## src/rtl/por_cfg_pkg.sv

```systemverilog
// Shared definitions for the power-on configuration sequencer.
// Holds the FSM state encoding and the checksum fold used on the EEPROM image.
package por_cfg_pkg;

  localparam logic [1:0] ST_SETTLE = 2'd0;
  localparam logic [1:0] ST_REQ    = 2'd1;
  localparam logic [1:0] ST_CHECK  = 2'd2;
  localparam logic [1:0] ST_DONE   = 2'd3;

  // Fold capacity: callers zero-fill unused word slots and upper bits.
  localparam int unsigned XF_MAX_WORDS = 16;
  localparam int unsigned XF_MAX_DW    = 32;

  typedef logic [XF_MAX_DW-1:0]                    xf_word_t;
  typedef logic [XF_MAX_WORDS-1:0][XF_MAX_DW-1:0]  xf_vec_t;

  function automatic xf_word_t xor_fold(input xf_vec_t words);
    xf_word_t acc;
    acc = '0;
    for (int i = 0; i < XF_MAX_WORDS; i++) begin
      acc = acc ^ words[i];
    end
    return acc;
  endfunction

endpackage

```

## src/rtl/por_cfg_ctrl_if.sv

```systemverilog
// EEPROM read port between the configuration sequencer (master) and the EEPROM (slave).
interface por_cfg_ctrl_if #(
  parameter int unsigned AW = 4,
  parameter int unsigned DW = 8
);
  logic          ee_wbusy_comb;
  logic          ee_rd_req;
  logic [AW-1:0] ee_rd_addr;
  logic          ee_rd_ack;
  logic [DW-1:0] ee_rd_data;

  modport master (
    output ee_rd_req, ee_rd_addr,
    input  ee_wbusy_comb, ee_rd_ack, ee_rd_data
  );

  modport slave (
    input  ee_rd_req, ee_rd_addr,
    output ee_wbusy_comb, ee_rd_ack, ee_rd_data
  );
endinterface

```

## src/rtl/por_cfg_rd_if.sv

```systemverilog
// Request/acknowledge engine for one EEPROM word: wbusy gating on launch and
// ack timeout while the request is outstanding.
module por_cfg_rd_if #(
  parameter int unsigned ACK_TO = 64
) (
  input  logic clk,
  input  logic rst_n,
  input  logic en,
  input  logic wbusy,
  input  logic ack,
  output logic req,
  output logic done_c,
  output logic timeout_c
);

  localparam int unsigned TW = $clog2(ACK_TO + 1);

  logic [TW-1:0] to_cnt;

  // An ack in the expiry cycle still counts as a completed read.
  assign done_c    = req & ack;
  assign timeout_c = req & ~ack & (to_cnt == TW'(ACK_TO - 1));

  // Launch only while the EEPROM is not writing; once launched, wbusy is ignored.
  always_ff @(posedge clk or negedge rst_n) begin
    if (!rst_n) begin
      req    <= 1'b0;
      to_cnt <= '0;
    end else if (done_c || timeout_c) begin
      req    <= 1'b0;
      to_cnt <= '0;
    end else if (req) begin
      to_cnt <= to_cnt + 1'b1;
    end else if (en && !wbusy) begin
      req    <= 1'b1;
    end
  end

endmodule

```

## src/rtl/por_cfg_ctrl.sv

```systemverilog
// Power-on configuration sequencer: settles, reads config words plus checksum from
// EEPROM, retries on failure, and publishes the image with done flags.
module por_cfg_ctrl
  import por_cfg_pkg::*;
#(
  parameter int unsigned CFG_WORDS  = 4,
  parameter int unsigned DW         = 8,
  parameter int unsigned AW         = 4,
  parameter int unsigned CFG_BASE   = 0,
  parameter int unsigned SETTLE_CYC = 16,
  parameter int unsigned ACK_TO     = 64,
  parameter int unsigned MAX_RETRY  = 2,
  parameter logic [CFG_WORDS*DW-1:0] CFG_DEFAULT = '0
) (
  input  logic                    timer_clk,
  input  logic                    por_rst_n,
  input  logic                    cfg_reload,
  por_cfg_ctrl_if.master          ee,
  output logic [CFG_WORDS*DW-1:0] cfg_data,
  output logic                    por_cfg_done,
  output logic                    por_cfg_done_r,
  output logic                    cfg_err
);

  localparam int unsigned SW = $clog2(SETTLE_CYC + 1);
  localparam int unsigned IW = $clog2(CFG_WORDS + 2);
  localparam int unsigned RW = $clog2(MAX_RETRY + 2);

  logic [1:0]    state_q, state_nxt;
  logic [SW-1:0] settle_q;
  logic [IW-1:0] idx_q;
  logic [AW-1:0] addr_q;
  logic [DW-1:0] stage_q [CFG_WORDS];
  logic [DW-1:0] chk_q;
  logic          att_fail_q;
  logic [RW-1:0] retry_q;

  logic    rd_req, rd_done_c, rd_timeout_c, req_en_c;
  logic    last_word_c, pass_c;
  xf_vec_t fold_in;

  assign req_en_c       = (state_q == ST_REQ);
  assign last_word_c    = (idx_q == IW'(CFG_WORDS));
  assign ee.ee_rd_req   = rd_req;
  assign ee.ee_rd_addr  = addr_q;

  por_cfg_rd_if #(.ACK_TO(ACK_TO)) u_rd (
    .clk       (timer_clk),
    .rst_n     (por_rst_n),
    .en        (req_en_c),
    .wbusy     (ee.ee_wbusy_comb),
    .ack       (ee.ee_rd_ack),
    .req       (rd_req),
    .done_c    (rd_done_c),
    .timeout_c (rd_timeout_c)
  );

  // Checksum verdict on the staged image; a timed-out attempt never passes.
  always_comb begin
    fold_in = '0;
    for (int i = 0; i < CFG_WORDS; i++) begin
      fold_in[i] = XF_MAX_DW'(stage_q[i]);
    end
  end

  assign pass_c = !att_fail_q && (DW'(xor_fold(fold_in)) == chk_q);

  always_ff @(posedge timer_clk or negedge por_rst_n) begin
    if (!por_rst_n) state_q <= ST_SETTLE;
    else            state_q <= state_nxt;
  end

  always_comb begin
    state_nxt = state_q;
    case (state_q)
      ST_SETTLE: if (settle_q == SW'(SETTLE_CYC - 1)) state_nxt = ST_REQ;
      ST_REQ:    if (rd_timeout_c || (rd_done_c && last_word_c)) state_nxt = ST_CHECK;
      ST_CHECK:  state_nxt = (pass_c || retry_q == RW'(MAX_RETRY)) ? ST_DONE : ST_SETTLE;
      ST_DONE:   if (cfg_reload) state_nxt = ST_SETTLE;
      default:   state_nxt = ST_SETTLE;
    endcase
  end

  // Datapath: published outputs only change in CHECK (and done on reload).
  always_ff @(posedge timer_clk or negedge por_rst_n) begin
    if (!por_rst_n) begin
      settle_q       <= '0;
      idx_q          <= '0;
      addr_q         <= AW'(CFG_BASE);
      for (int i = 0; i < CFG_WORDS; i++) stage_q[i] <= '0;
      chk_q          <= '0;
      att_fail_q     <= 1'b0;
      retry_q        <= '0;
      cfg_data       <= CFG_DEFAULT;
      por_cfg_done   <= 1'b0;
      por_cfg_done_r <= 1'b0;
      cfg_err        <= 1'b0;
    end else begin
      por_cfg_done_r <= por_cfg_done;
      settle_q <= (state_q == ST_SETTLE && state_nxt == ST_SETTLE) ? settle_q + 1'b1 : '0;
      case (state_q)
        ST_SETTLE: begin
          if (state_nxt == ST_REQ) begin
            idx_q      <= '0;
            addr_q     <= AW'(CFG_BASE);
            att_fail_q <= 1'b0;
          end
        end
        ST_REQ: begin
          if (rd_done_c) begin
            for (int i = 0; i < CFG_WORDS; i++) begin
              if (idx_q == IW'(i)) stage_q[i] <= ee.ee_rd_data;
            end
            if (last_word_c) chk_q <= ee.ee_rd_data;
            idx_q  <= idx_q + 1'b1;
            addr_q <= addr_q + 1'b1;
          end
          if (rd_timeout_c) att_fail_q <= 1'b1;
        end
        ST_CHECK: begin
          if (pass_c) begin
            for (int i = 0; i < CFG_WORDS; i++) cfg_data[i*DW +: DW] <= stage_q[i];
            cfg_err      <= 1'b0;
            por_cfg_done <= 1'b1;
          end else if (retry_q == RW'(MAX_RETRY)) begin
            cfg_data     <= CFG_DEFAULT;
            cfg_err      <= 1'b1;
            por_cfg_done <= 1'b1;
          end else begin
            retry_q      <= retry_q + 1'b1;
          end
        end
        ST_DONE: begin
          if (cfg_reload) begin
            por_cfg_done <= 1'b0;
            retry_q      <= '0;
          end
        end
        default: ;
      endcase
    end
  end

endmodule

```

## src/flat_wrapper.sv

```systemverilog
// flat-port wrapper written by rule: the top's interface ports become plain ports
module por_cfg_ctrl_flat import por_cfg_pkg::*;
#(
  parameter int unsigned CFG_WORDS  = 4,
  parameter int unsigned DW         = 8,
  parameter int unsigned AW         = 4,
  parameter int unsigned CFG_BASE   = 0,
  parameter int unsigned SETTLE_CYC = 16,
  parameter int unsigned ACK_TO     = 64,
  parameter int unsigned MAX_RETRY  = 2,
  parameter logic [CFG_WORDS*DW-1:0] CFG_DEFAULT = '0
)
  (timer_clk, por_rst_n, cfg_reload, cfg_data, por_cfg_done, por_cfg_done_r, cfg_err, ee_ee_rd_req, ee_ee_rd_addr, ee_ee_wbusy_comb, ee_ee_rd_ack, ee_ee_rd_data);
  por_cfg_ctrl_if #(.AW(AW), .DW(DW)) ee_i ();
  input  logic timer_clk;
  input  logic por_rst_n;
  input  logic cfg_reload;
  output logic [CFG_WORDS*DW-1:0] cfg_data;
  output logic por_cfg_done;
  output logic por_cfg_done_r;
  output logic cfg_err;
  output wire logic [$bits(ee_i.ee_rd_req)-1:0] ee_ee_rd_req;
  output wire logic [$bits(ee_i.ee_rd_addr)-1:0] ee_ee_rd_addr;
  input wire logic [$bits(ee_i.ee_wbusy_comb)-1:0] ee_ee_wbusy_comb;
  input wire logic [$bits(ee_i.ee_rd_ack)-1:0] ee_ee_rd_ack;
  input wire logic [$bits(ee_i.ee_rd_data)-1:0] ee_ee_rd_data;
  assign ee_ee_rd_req = ee_i.ee_rd_req;
  assign ee_ee_rd_addr = ee_i.ee_rd_addr;
  assign ee_i.ee_wbusy_comb = ee_ee_wbusy_comb;
  assign ee_i.ee_rd_ack = ee_ee_rd_ack;
  assign ee_i.ee_rd_data = ee_ee_rd_data;
  por_cfg_ctrl #(.CFG_WORDS(CFG_WORDS), .DW(DW), .AW(AW), .CFG_BASE(CFG_BASE), .SETTLE_CYC(SETTLE_CYC), .ACK_TO(ACK_TO), .MAX_RETRY(MAX_RETRY), .CFG_DEFAULT(CFG_DEFAULT)) u_core (.timer_clk(timer_clk), .por_rst_n(por_rst_n), .cfg_reload(cfg_reload), .ee(ee_i), .cfg_data(cfg_data), .por_cfg_done(por_cfg_done), .por_cfg_done_r(por_cfg_done_r), .cfg_err(cfg_err));
endmodule
```

## config.mk

```make
export PLATFORM = sky130hd
export DESIGN_NAME = por_cfg_ctrl_flat
export DESIGN_NICKNAME = d
export VERILOG_FILES = /design/src/rtl/por_cfg_pkg.sv /design/src/rtl/por_cfg_ctrl_if.sv /design/src/rtl/por_cfg_rd_if.sv /design/src/rtl/por_cfg_ctrl.sv /design/src/flat_wrapper.sv
export SDC_FILE = /design/constraint.sdc
export NUM_CORES = 1
export LEC_CHECK = 0
export CAP_MARGIN = 30
export CORE_MARGIN = 3
export CORE_UTILIZATION = 40
export CTS_CLUSTER_DIAMETER = 80
export DETAILED_ROUTE_END_ITERATION = 7
export HOLD_SLACK_MARGIN = 0.03
export PLACE_DENSITY = 0.63
export RECOVER_POWER = 50
export SETUP_SLACK_MARGIN = 0.4
export SLEW_MARGIN = 0
export SYNTH_ARGS = -nofsm -noshare
export SYNTH_HDL_FRONTEND = slang
export SYNTH_SLANG_ARGS = --single-unit
export TNS_END_PERCENT = 50
```

## constraint.sdc

```tcl
create_clock -name timer_clk -period 2.4 [get_ports timer_clk]
set_clock_uncertainty 0.2 [all_clocks]
set_input_delay 0.48 -clock timer_clk [delete_from_list [all_inputs] [get_ports timer_clk]]
set_output_delay 0.48 -clock timer_clk [all_outputs]
set_load 0.02 [all_outputs]
```

==> summary.md, run 1 <==
| Metric | Value |
|---|---|
| YS warnings | 0 |
| Max cap viols | 0 |
| Initial antenna violation count | 0 |
| Worst Slack Setup Final | -0.0554 ns |
| Starting Density | 41.8% |
| CP Buf/Inv Count | 2 |
| Drt wl/cell | 15.4 um |
| GRT Overall Usage | 15.8% |
| Drt first pass iters | 4 |
| Async SR Flop Fraction | 100% |
| # port buffers | 52 |
| Pwr per Cell Area | 1100 nW/um^2 |
| Largest net degree at the start of global routing | 41 |
| Mapped cell area | 4610 sq um |
| Critical Path Sink Type | flop |
| # fillers | 999 |
| Post-Syn Instances | 424 |
| Peak VDD IR | 0.519 mV |
| Failing checks | setup timing |
| Post-synth net total | 447 |
| Post-synth top area share | 54.3% |
| Num CTS Buffers | 9 |
| Later-pin clock latency in the skew report | 0.35 ns |
| First-pass GRT wire length | 15900 um |
| CP max-delay cell | dfrtp_1 |
| Synth-to-layout area growth | 26.7% |
| Dpl ws | -0.0660 ns |
| Final ANT Viol Nets | 0 |
| RR Startpoint | u_core.fold_in[39]$_DFFE_PN0P_ |
| WHS | 0.221 ns |
| Final min period | 2.46 ns |
| Hold Violations, Final | 0 |
| Die width | 113 um |
| Hold Crit Class | flop to flop |
| Layout cell share with drive strength beyond 1 | 13.7% |
| Fin cells | 638 |
| FMAX | 0.407 GHz |
| Largest fanout on the critical path | 8 |
| Ant. Diodes | 0 |
| Final period util | 102% |
| Die Area | 12800 sq um |
| Min-delay src | u_core.por_cfg_done$_DFFE_PN0P_ |
| DRC viols | 0 |
| Top-count cell post-synth | dfrtp_1 |
| Worst Setup SP | u_core.fold_in[39]$_DFFE_PN0P_ |
| Std-Cell Core Area | 11000 sq um |
| I/O pin count | 53 |
| Least-Margin Pin Slew | 0.641 ns |
| Fin nets | 516 |
| Clock slew at reported path FFs | 0.07 ns |
| CTS H-tree depth | 3 |
| Post-synth cell types | 38 |
| Clk buf depth | 2 |
| Lkg Pwr | 3.00 nW |
| Clk sinks | 100 |
| Synth area leaders | dfrtp_1, mux2i_1, nand2_1 |
| Commonest cells post-synth | dfrtp_1, nand2_1, inv_1, mux2i_1, o21ai_0 |
| Cell family with the largest share of critical-path delay | XOR/XNOR gates |
| Die Y | 113 um |
| Count of final setup violators | 32 |
| Slew HR | 57.3% |
| Syn_area_per_cell | 10.9 sq um |
| WL final | 9800 um |
| Top_reg_cell synth | dfrtp_1 |
| Delay of the slowest critical-path stage | 0.40 ns |
| Unrepaired setup endpoints after global routing | true |
| Leading area contributor after synthesis | dfrtp_1 |
| Post-synth EDFFs | 0 |
| Outcome | finished with violations |
| HPWL after detailed placement | 6550 um |
| CTS root buf | clkbuf_16 |
| Worst EP arrival | 2.53 ns |
| Core Util, Final | 52.9% |
| Slew Viols, Final | 0 |
| Final GP Congestion | 0.764 |
| Vias in the first global route | 3180 |
| Worst Path Required | 2.47 ns |
| Via count | 3174 |
| CTS tree | done |
| Setup Crit Path Kind | flop to flop |
| CP Cell Sequence | xnor3_1 -> xnor2_1 -> a2111oi_4 -> nand4_1 -> nor3b_4 -> buf_4 -> clkbuf_16 -> mux2i_1 |
| Register bit count reported by yosys | 100 |
| Initial DRC Count | 137 |
| Worst setup SP type | flop |
| # rows | 38 |
| DP Cell Count | 616 |
| Register area share after synthesis | 54.3% |
| Avg Vias per Cell | 4.97 |
| Congestion Overflow GR | 0 |
sequential cells by signal (all words and copies together), names as in the netlist:
signal,cells
u_core.ee.ee_rd_addr,4
u_core.state_q,2
u_core.retry_q,2
u_core.por_cfg_done,1
u_core.att_fail_q,1
u_core.fold_in,32
u_core.por_cfg_done_r,1
u_core.u_rd.to_cnt,7
u_core.u_rd.req,1
u_core.cfg_err,1
u_core.chk_q,8
u_core.cfg_data,32
u_core.settle_q,5
u_core.idx_q,3
through the flow:
step / setup TNS (ns) / instance area [sq um] / power [mW]
after floorplan: 0 / 4610 / 4.17
after global placement: -0.0540 / 5390 / 4.79
after detailed placement: -0.782 / 5390 / 4.86
after CTS: -1.28 / 5730 / 6.44
after global routing: -4.25 / 5840 / 6.82
final: -0.939 / 5840 / 6.42
area by class of cell:
class                   count  area [sq um]  area share, %
clock buffers              10           239           4.09
clock inverters             6          87.6           1.50
flip-flops and latches    100          2500           42.9
repair buffers             75           805           13.8
inverters                  44           165           2.83
multi-input cells         263          1860           31.9
well taps                 140           175           3.00
final timing paths:
check	endpoint	slack (ns)	cells after the start
setup reg to reg	u_core.cfg_data[11]$_DFFE_PN0P_	-0.06	8
setup / recovery	u_core.cfg_data[11]$_DFFE_PN0P_	-0.06	8
hold reg to reg	u_core.por_cfg_done_r$_DFF_PN0_	0.22	0
max in group asynchronous	u_core.u_rd.req$_DFF_PN0_	0.41	3
min in group asynchronous	u_core.cfg_data[13]$_DFFE_PN0P_	0.49	2
hold / removal	u_core.por_cfg_done_r$_DFF_PN0_	0.22	0
layer usage:
layer | track usage [%] | vias up | wire length [um]
li1 | - | 1527 | -
met1 | 20.1 | 1571 | 4420
met2 | 26.1 | 61 | 4800
met3 | 3.85 | 15 | 391
met4 | 6.17 | 0 | 185
met5 | 0 | - | 0
repair_timing:
item,4_1_cts,5_1_grt
gates cloned,1,2
setup endpoints to repair,64,60
hold buffers,1,0
hold endpoints to repair,23,0
pin swaps,0,4
resized for setup,28,23
setup buffers,2,0
worst reg2reg max path: stages (launching register included):
cell and delay [ns]:
dfrtp_1 0.40, xnor3_1 0.35, xnor2_1 0.17, a2111oi_4 0.31
nand4_1 0.19, nor3b_4 0.21, buf_4 0.19, clkbuf_16 0.18
mux2i_1 0.18
logic make-up after synthesis:
family / after synthesis / synth area share, %
AO/OA/AOI/OAI: 49 / 6.38
XOR/XNOR: 30 / 7.58
adder cells (fa/ha/maj): 10 / 2.72
buffers and inverters: 61 / 6.27
flip-flops: 100 / 54.3
multiplexers: 48 / 10.9
AND/OR/NAND/NOR: 126 / 11.9
power breakdown:
| group | switching (mW) | internal [mW] |
|---|---|---|
| registers | 0.390 | 2.17 |
| logic | 1.14 | 1.15 |
| clock network | 0.635 | 0.942 |
cells in the final DEF (no fill, tap or decap), types with 10 or more instances in the layout:
| cell type | n |
|---|---|
| dlygate4sd2_1 | 26 |
| mux2i_1 | 31 |
| clkdlybuf4s50_1 | 13 |
| dfrtp_1 | 99 |
| ha_1 | 10 |
| nor2_1 | 24 |
| xnor2_1 | 13 |
| o21ai_0 | 32 |
| inv_1 | 44 |
| nand2_1 | 71 |
| mux2_2 | 15 |
| clkbuf_16 | 11 |
| buf_4 | 10 |
| xor2_1 | 11 |
| dlymetal6s2s_1 | 12 |
Note: power is estimated with default switching activity, not from simulation.
==> run 2, diff against run 1 <==
CAP_MARGIN = 5   (was 30)
CORE_ASPECT_RATIO = 0.75   (was not set)
==> run 2 against run 1 <==
  * Total power rose by 0.47%
  * Sequential cell count stayed put
  * The run still ends with setup timing left
  * Register-to-register slack lost 0.05 ns
  * Highest routed layer unchanged
  * Critical path depth did not move
  * Global-route usage is 0.54 points higher
  * Via count decreased by 0.38%
  * Final cell count up 0.63%
  * Sequential power hardly changed
==> summary.md, run 2 (synthesis results as in run 1) <==
| Metric | Value |
|---|---|
| Congestion Overflow GR | 0 |
| CTS tree | done |
| Initial antenna violation count | 0 |
| GRT Overall Usage | 16.4% |
| Final min period | 2.50 ns |
| Critical Path Sink Type | flop |
| HPWL after detailed placement | 6660 um |
| Initial DRC Count | 225 |
| Clock slew at reported path FFs | 0.07 ns |
| Commonest cells after routing, fill and taps aside | dfrtp_1, nand2_1, inv_1 |
| Count of final setup violators | 34 |
| Failing checks | setup timing |
| CP max-delay cell | xnor3_1 |
| Layout cell share with drive strength beyond 1 | 14.3% |
| CP Buf/Inv Count | 2 |
| Die width | 130 um |
| Starting Density | 41.6% |
| Largest net degree at the start of global routing | 40 |
| Num CTS Buffers | 9 |
| # rows | 33 |
| Hold depth | 0 |
| Clk sinks | 100 |
| Drt wl/cell | 16.0 um |
| CTS H-tree depth | 3 |
| Slew HR | 51.9% |
| Most common cell after layout, fill and taps aside | dfrtp_1 |
| Slew Viols, Final | 0 |
| Worst Path Required | 2.47 ns |
| Cell family with the largest share of critical-path delay | XOR/XNOR gates |
| Clk buf depth | 2 |
| Area after DPL | 5390 sq um |
| Pwr per Cell Area | 1090 nW/um^2 |
| Delay of the slowest critical-path stage | 0.39 ns |
| Worst setup SP type | flop |
| Setup TNS | -2.73 ns |
| Outcome | finished with violations |
| Unrepaired setup endpoints after global routing | true |
| Max cap viols | 0 |
| Critical path depth | 8 |
| Worst Reg-to-Reg Cells | 8 |
| Die Y | 99.0 um |
| Fin nets | 520 |
| Final GP Congestion | 0.772 |
| CP Cell Sequence | xnor3_1 -> xnor2_2 -> a2111oi_4 -> nand4_1 -> nor3b_4 -> buf_4 -> clkbuf_16 -> mux2i_1 |
| Worst Slack Setup Final | -0.105 ns |
| Setup Crit Path Kind | flop to flop |
| Avg Vias per Cell | 4.93 |
| Die Area | 12900 sq um |
| Synth-to-layout area growth | 28.3% |
| Final ANT Viol Nets | 0 |
| DRC viols | 0 |
| Via count | 3162 |
| First-pass GRT wire length | 16400 um |
| Drt first pass iters | 4 |
| Peak VDD IR | 0.462 mV |
| Hold Crit Class | flop to flop |
| Lkg Pwr | 3.18 nW |
| CTS root buf | clkbuf_16 |
| Worst EP arrival | 2.57 ns |
| Ant. Diodes | 0 |
| Largest fanout on the critical path | 8 |
| Final period util | 104% |
| Later-pin clock latency in the skew report | 0.34 ns |
| Least-Margin Pin Slew | 0.721 ns |
| I/O pin count | 53 |
| Vias in the first global route | 3151 |
| WL final | 10300 um |
| FMAX | 0.399 GHz |
| Fin area | 5910 sq um |
| # port buffers | 52 |
| Hold Violations, Final | 0 |
| Std-Cell Core Area | 11100 sq um |
## run 2: layer usage
layer,up-vias,global-route usage (%),share of wire [%]
met1,1566,24.5,51
met5,-,0,0
li1,1528,-,-
met3,12,4.33,4.9
met4,0,3.83,1.5
met2,56,23.9,43
## run 2: stage by stage
stage	power (mW)	worst slack, ns	util (%)	hold WS, ns	cells
2_1_floorplan	4.17	0.179	-	-0.0156	424
3_3_place_gp	4.79	0.0156	48.7	0.202	616
3_5_place_dp	4.85	-0.0726	48.7	0.211	616
4_1_cts	6.32	-0.0940	51.7	0.222	636
5_1_grt	6.90	-0.201	53.4	0.239	642
6_report	6.45	-0.105	53.4	0.207	642
## run 2: worst paths after layout
path | startpoint | endpoint | slack (ns)
worst min-delay path | u_core.por_cfg_done$_DFFE_PN0P_ | u_core.por_cfg_done_r$_DFF_PN0_ | 0.21
worst min register to register | u_core.por_cfg_done$_DFFE_PN0P_ | u_core.por_cfg_done_r$_DFF_PN0_ | 0.21
min in group asynchronous | por_rst_n | u_core.cfg_data[5]$_DFFE_PN0P_ | 0.52
max in group asynchronous | por_rst_n | u_core.settle_q[4]$_DFF_PN0_ | 0.39
worst max register to register | u_core.fold_in[7]$_DFFE_PN0P_ | u_core.cfg_data[20]$_DFFE_PN0P_ | -0.10
worst max-delay path | u_core.fold_in[7]$_DFFE_PN0P_ | u_core.cfg_data[20]$_DFFE_PN0P_ | -0.10
## run 2: timing repair
item                                   in CTS  in global routing
setup endpoints to repair                  53                 64
hold buffers                                1                  0
resized for setup                          17                 34
pin swaps                                   0                  6
cloned                                      1                  3
buffers inserted                            2                  3
endpoints found under the hold margin      27                  0
## run 2: worst register-to-register path, stage by stage (launching register included)
cell and delay (ns):
dfrtp_1 0.38, xnor3_1 0.39, xnor2_2 0.17, a2111oi_4 0.32, nand4_1 0.20, nor3b_4 0.23
buf_4 0.18, clkbuf_16 0.18, mux2i_1 0.18
## run 2: layout make-up
type                    instances  area (sq um)
fillers                       988          5150
inverters                      44           165
clock inverters                 4          47.5
well taps                     140           175
multi-input cells             263          1870
flip-flops and latches        100          2500
clock buffers                  12           256
repair buffers                 79           897
## run 2: power by group
part	internal (mW)	switching, mW	leakage [nW]	total [mW]
combinational	1.21	1.21	1.75	2.42
clock	0.862	0.615	0.149	1.48
sequential	2.17	0.389	1.29	2.56
total	4.24	2.21	3.18	6.45
==> RTL change: new RTL, settings of run 2 <==
Register the input `cfg_reload` before use, cleared by the reset. The logic sees it one clock later. The other inputs are not delayed to match.
--- a/src/rtl/por_cfg_ctrl.sv
+++ b/src/rtl/por_cfg_ctrl.sv
@@ -27,2 +27,12 @@
   localparam int unsigned RW = $clog2(MAX_RETRY + 2);
+
+  logic cfg_reload_q;
+
+  always_ff @(posedge timer_clk or negedge por_rst_n) begin
+    if (!por_rst_n) begin
+      cfg_reload_q <= '0;
+    end else begin
+      cfg_reload_q <= cfg_reload;
+    end
+  end
 
@@ -78,3 +88,3 @@
       ST_CHECK:  state_nxt = (pass_c || retry_q == RW'(MAX_RETRY)) ? ST_DONE : ST_SETTLE;
-      ST_DONE:   if (cfg_reload) state_nxt = ST_SETTLE;
+      ST_DONE:   if (cfg_reload_q) state_nxt = ST_SETTLE;
       default:   state_nxt = ST_SETTLE;
@@ -133,3 +143,3 @@
         ST_DONE: begin
-          if (cfg_reload) begin
+          if (cfg_reload_q) begin
             por_cfg_done <= 1'b0;
Check against the original RTL: no difference found for any inputs over 10 cycles, from zero or initial values and one cycle with por_rst_n low; that may be too few to reach the edited logic, so the function may still have changed.
==> RTL change against run 2 <==
  * Setup slack better by 0.15 ns
  * Routed wire length grew 20%
  * Final area up 4.6%
  * Non-clock buffer count is the same
  * Critical path type unchanged
  * Area after synthesis rose by 6.6%
  * Global-route usage up 2.7 points
  * Synthesized cell count up 12%
  * Total power is 36% higher
  * Sequential cell count increased by 1
==> RTL change: results (changes against run 2) <==
metric	value	unit	change
VDD IR-drop max	0.9521	mV	was 0.4623 mV
Place WS	-0.004692	ns	was -0.07262 ns
Synth Area in Adders	2.546	%	was 2.715%
reg2reg start	u_core.fold_in[33]		was u_core.fold_in[7]
final hold slack	0.2104	ns	was 0.2068 ns
top post-synthesis cells by area	dfrtp_1 (51%), nand2_1 (5.9%), o311ai_0 (5.7%), o211ai_1 (5.0%), mux2_2 (3.9%)		was dfrtp_1 (54%), mux2i_1 (7.0%), nand2_1 (5.9%), mux2_2 (3.9%), inv_1 (3.6%)
Final HPWL DP	8.260	mm	was 6.663 mm
Final #Nets	558		was 520
RR Endpoint	u_core.retry_q[0]		was u_core.cfg_data[20]
Lkg Pwr	2.821	nW	was 3.180 nW
FF-to-FF path depth	6		was 8
largest net degree at the start of global routing	37		was 40
iteration-0 DRC count of the detailed router	258		was 225
cell count after synthesis	476		was 424
Max FO, Critical Path	35		was 8
status	finished, final reports clean		was finished, violations left
Worst path max stage delay	0.44	ns	was 0.39 ns
first-pass GRT wire length	20.39	mm	was 16.36 mm
Global Route Usage Sum	19.03	%	was 16.38%
vias in the first global route	3879		was 3,151
register area share after synthesis	51.44	%	was 54.30%
Inst Count DP	679		was 616
fraction of synthesized cell area in xor and xnor cells	7.232	%	was 7.575%
fill count	1063		was 988
proportion of synthesized area in mux cells	4.100	%	was 10.86%
Synth Area in Compound Gates	17.14	%	was 6.381%
[RTL change: changes by cell type in the layout (fill, tap and decap cells not counted), sizes merged, moves of 4 or more]
cell	before	now
xor2	11	3
dlygate4sd2	15	8
nor2	24	15
nand2	73	77
xnor2	13	17
o21ai	32	36
nand3	6	10
mux2i	32	1
o211ai	0	33
clkbuf	19	27
o311ai	1	32
[RTL change: cell families after synthesis]
group / count (synthesis)
adder cells (fa/ha/maj): 10
AND/OR/NAND/NOR: 125
XOR/XNOR: 28
flip-flops: 101
multiplexers: 18
AO/OA/AOI/OAI: 119
buffers and inverters: 75
[RTL change: what timing repair did]
item	CTS	global route
hold buffers	1	0
pin swaps	9	7
setup buffers	3	2
gates resized for setup	33	67
gates cloned	1	0
endpoints found under the setup margin	93	98
endpoints found under the hold margin	32	0
[RTL change: cell type report]
cell class / instances / share of cell area [%]
Multi-Input combinational cell: 300 / 36.07
Tap cell: 162 / 3.279
Timing Repair Buffer: 79 / 12.45
Clock inverter: 4 / 0.7895
Sequential cell: 101 / 40.91
Clock buffer: 12 / 3.826
Inverter: 44 / 2.672
[RTL change: worst max-delay path by stage]
stage | startpoint | endpoint | slack (ns) | cells past startpoint
2_1_floorplan | u_core.fold_in[5] | u_core.cfg_data[24] | 0.12 | 7
3_3_place_gp | u_core.fold_in[5] | u_core.retry_q[0] | 0.04 | 6
3_5_place_dp | u_core.fold_in[4] | u_core.cfg_data[4] | -0.005 | 6
4_1_cts | u_core.fold_in[34] | u_core.cfg_data[4] | 0.05 | 6
5_1_grt | u_core.fold_in[33] | u_core.cfg_data[4] | -0.07 | 6
6_report | u_core.fold_in[33] | u_core.retry_q[0] | 0.04 | 6
[RTL change: power by group through the flow]
| stage | clock [W] | sequential, W | combinational, W |
|---|---|---|---|
| 2_1_floorplan | 0 | 0.00252 | 0.00237 |
| 3_3_place_gp | 0 | 0.00255 | 0.00347 |
| 3_5_place_dp | 0 | 0.00258 | 0.00358 |
| 4_1_cts | 0.00146 | 0.00255 | 0.00425 |
| 5_1_grt | 0.00154 | 0.00261 | 0.00516 |
| 6_report | 0.00142 | 0.00255 | 0.00480 |
[RTL change: stage by stage]
step                total power, W    TNS, ns
CTS                       0.008252          0
finish                    0.008769          0
global placement          0.006012          0
detailed placement        0.006160  -0.004700
floorplan                 0.004883          0
global route              0.009313    -0.8602
[RTL change: layer usage]
layer  vias up  wire [um]  global-route usage (%)
li1       1797          -                       -
met5         -          0                       0
met3         8        758                   4.921
met1      1924       6003                   27.67
met2       109       5440                   28.64
met4         0        128                   4.901
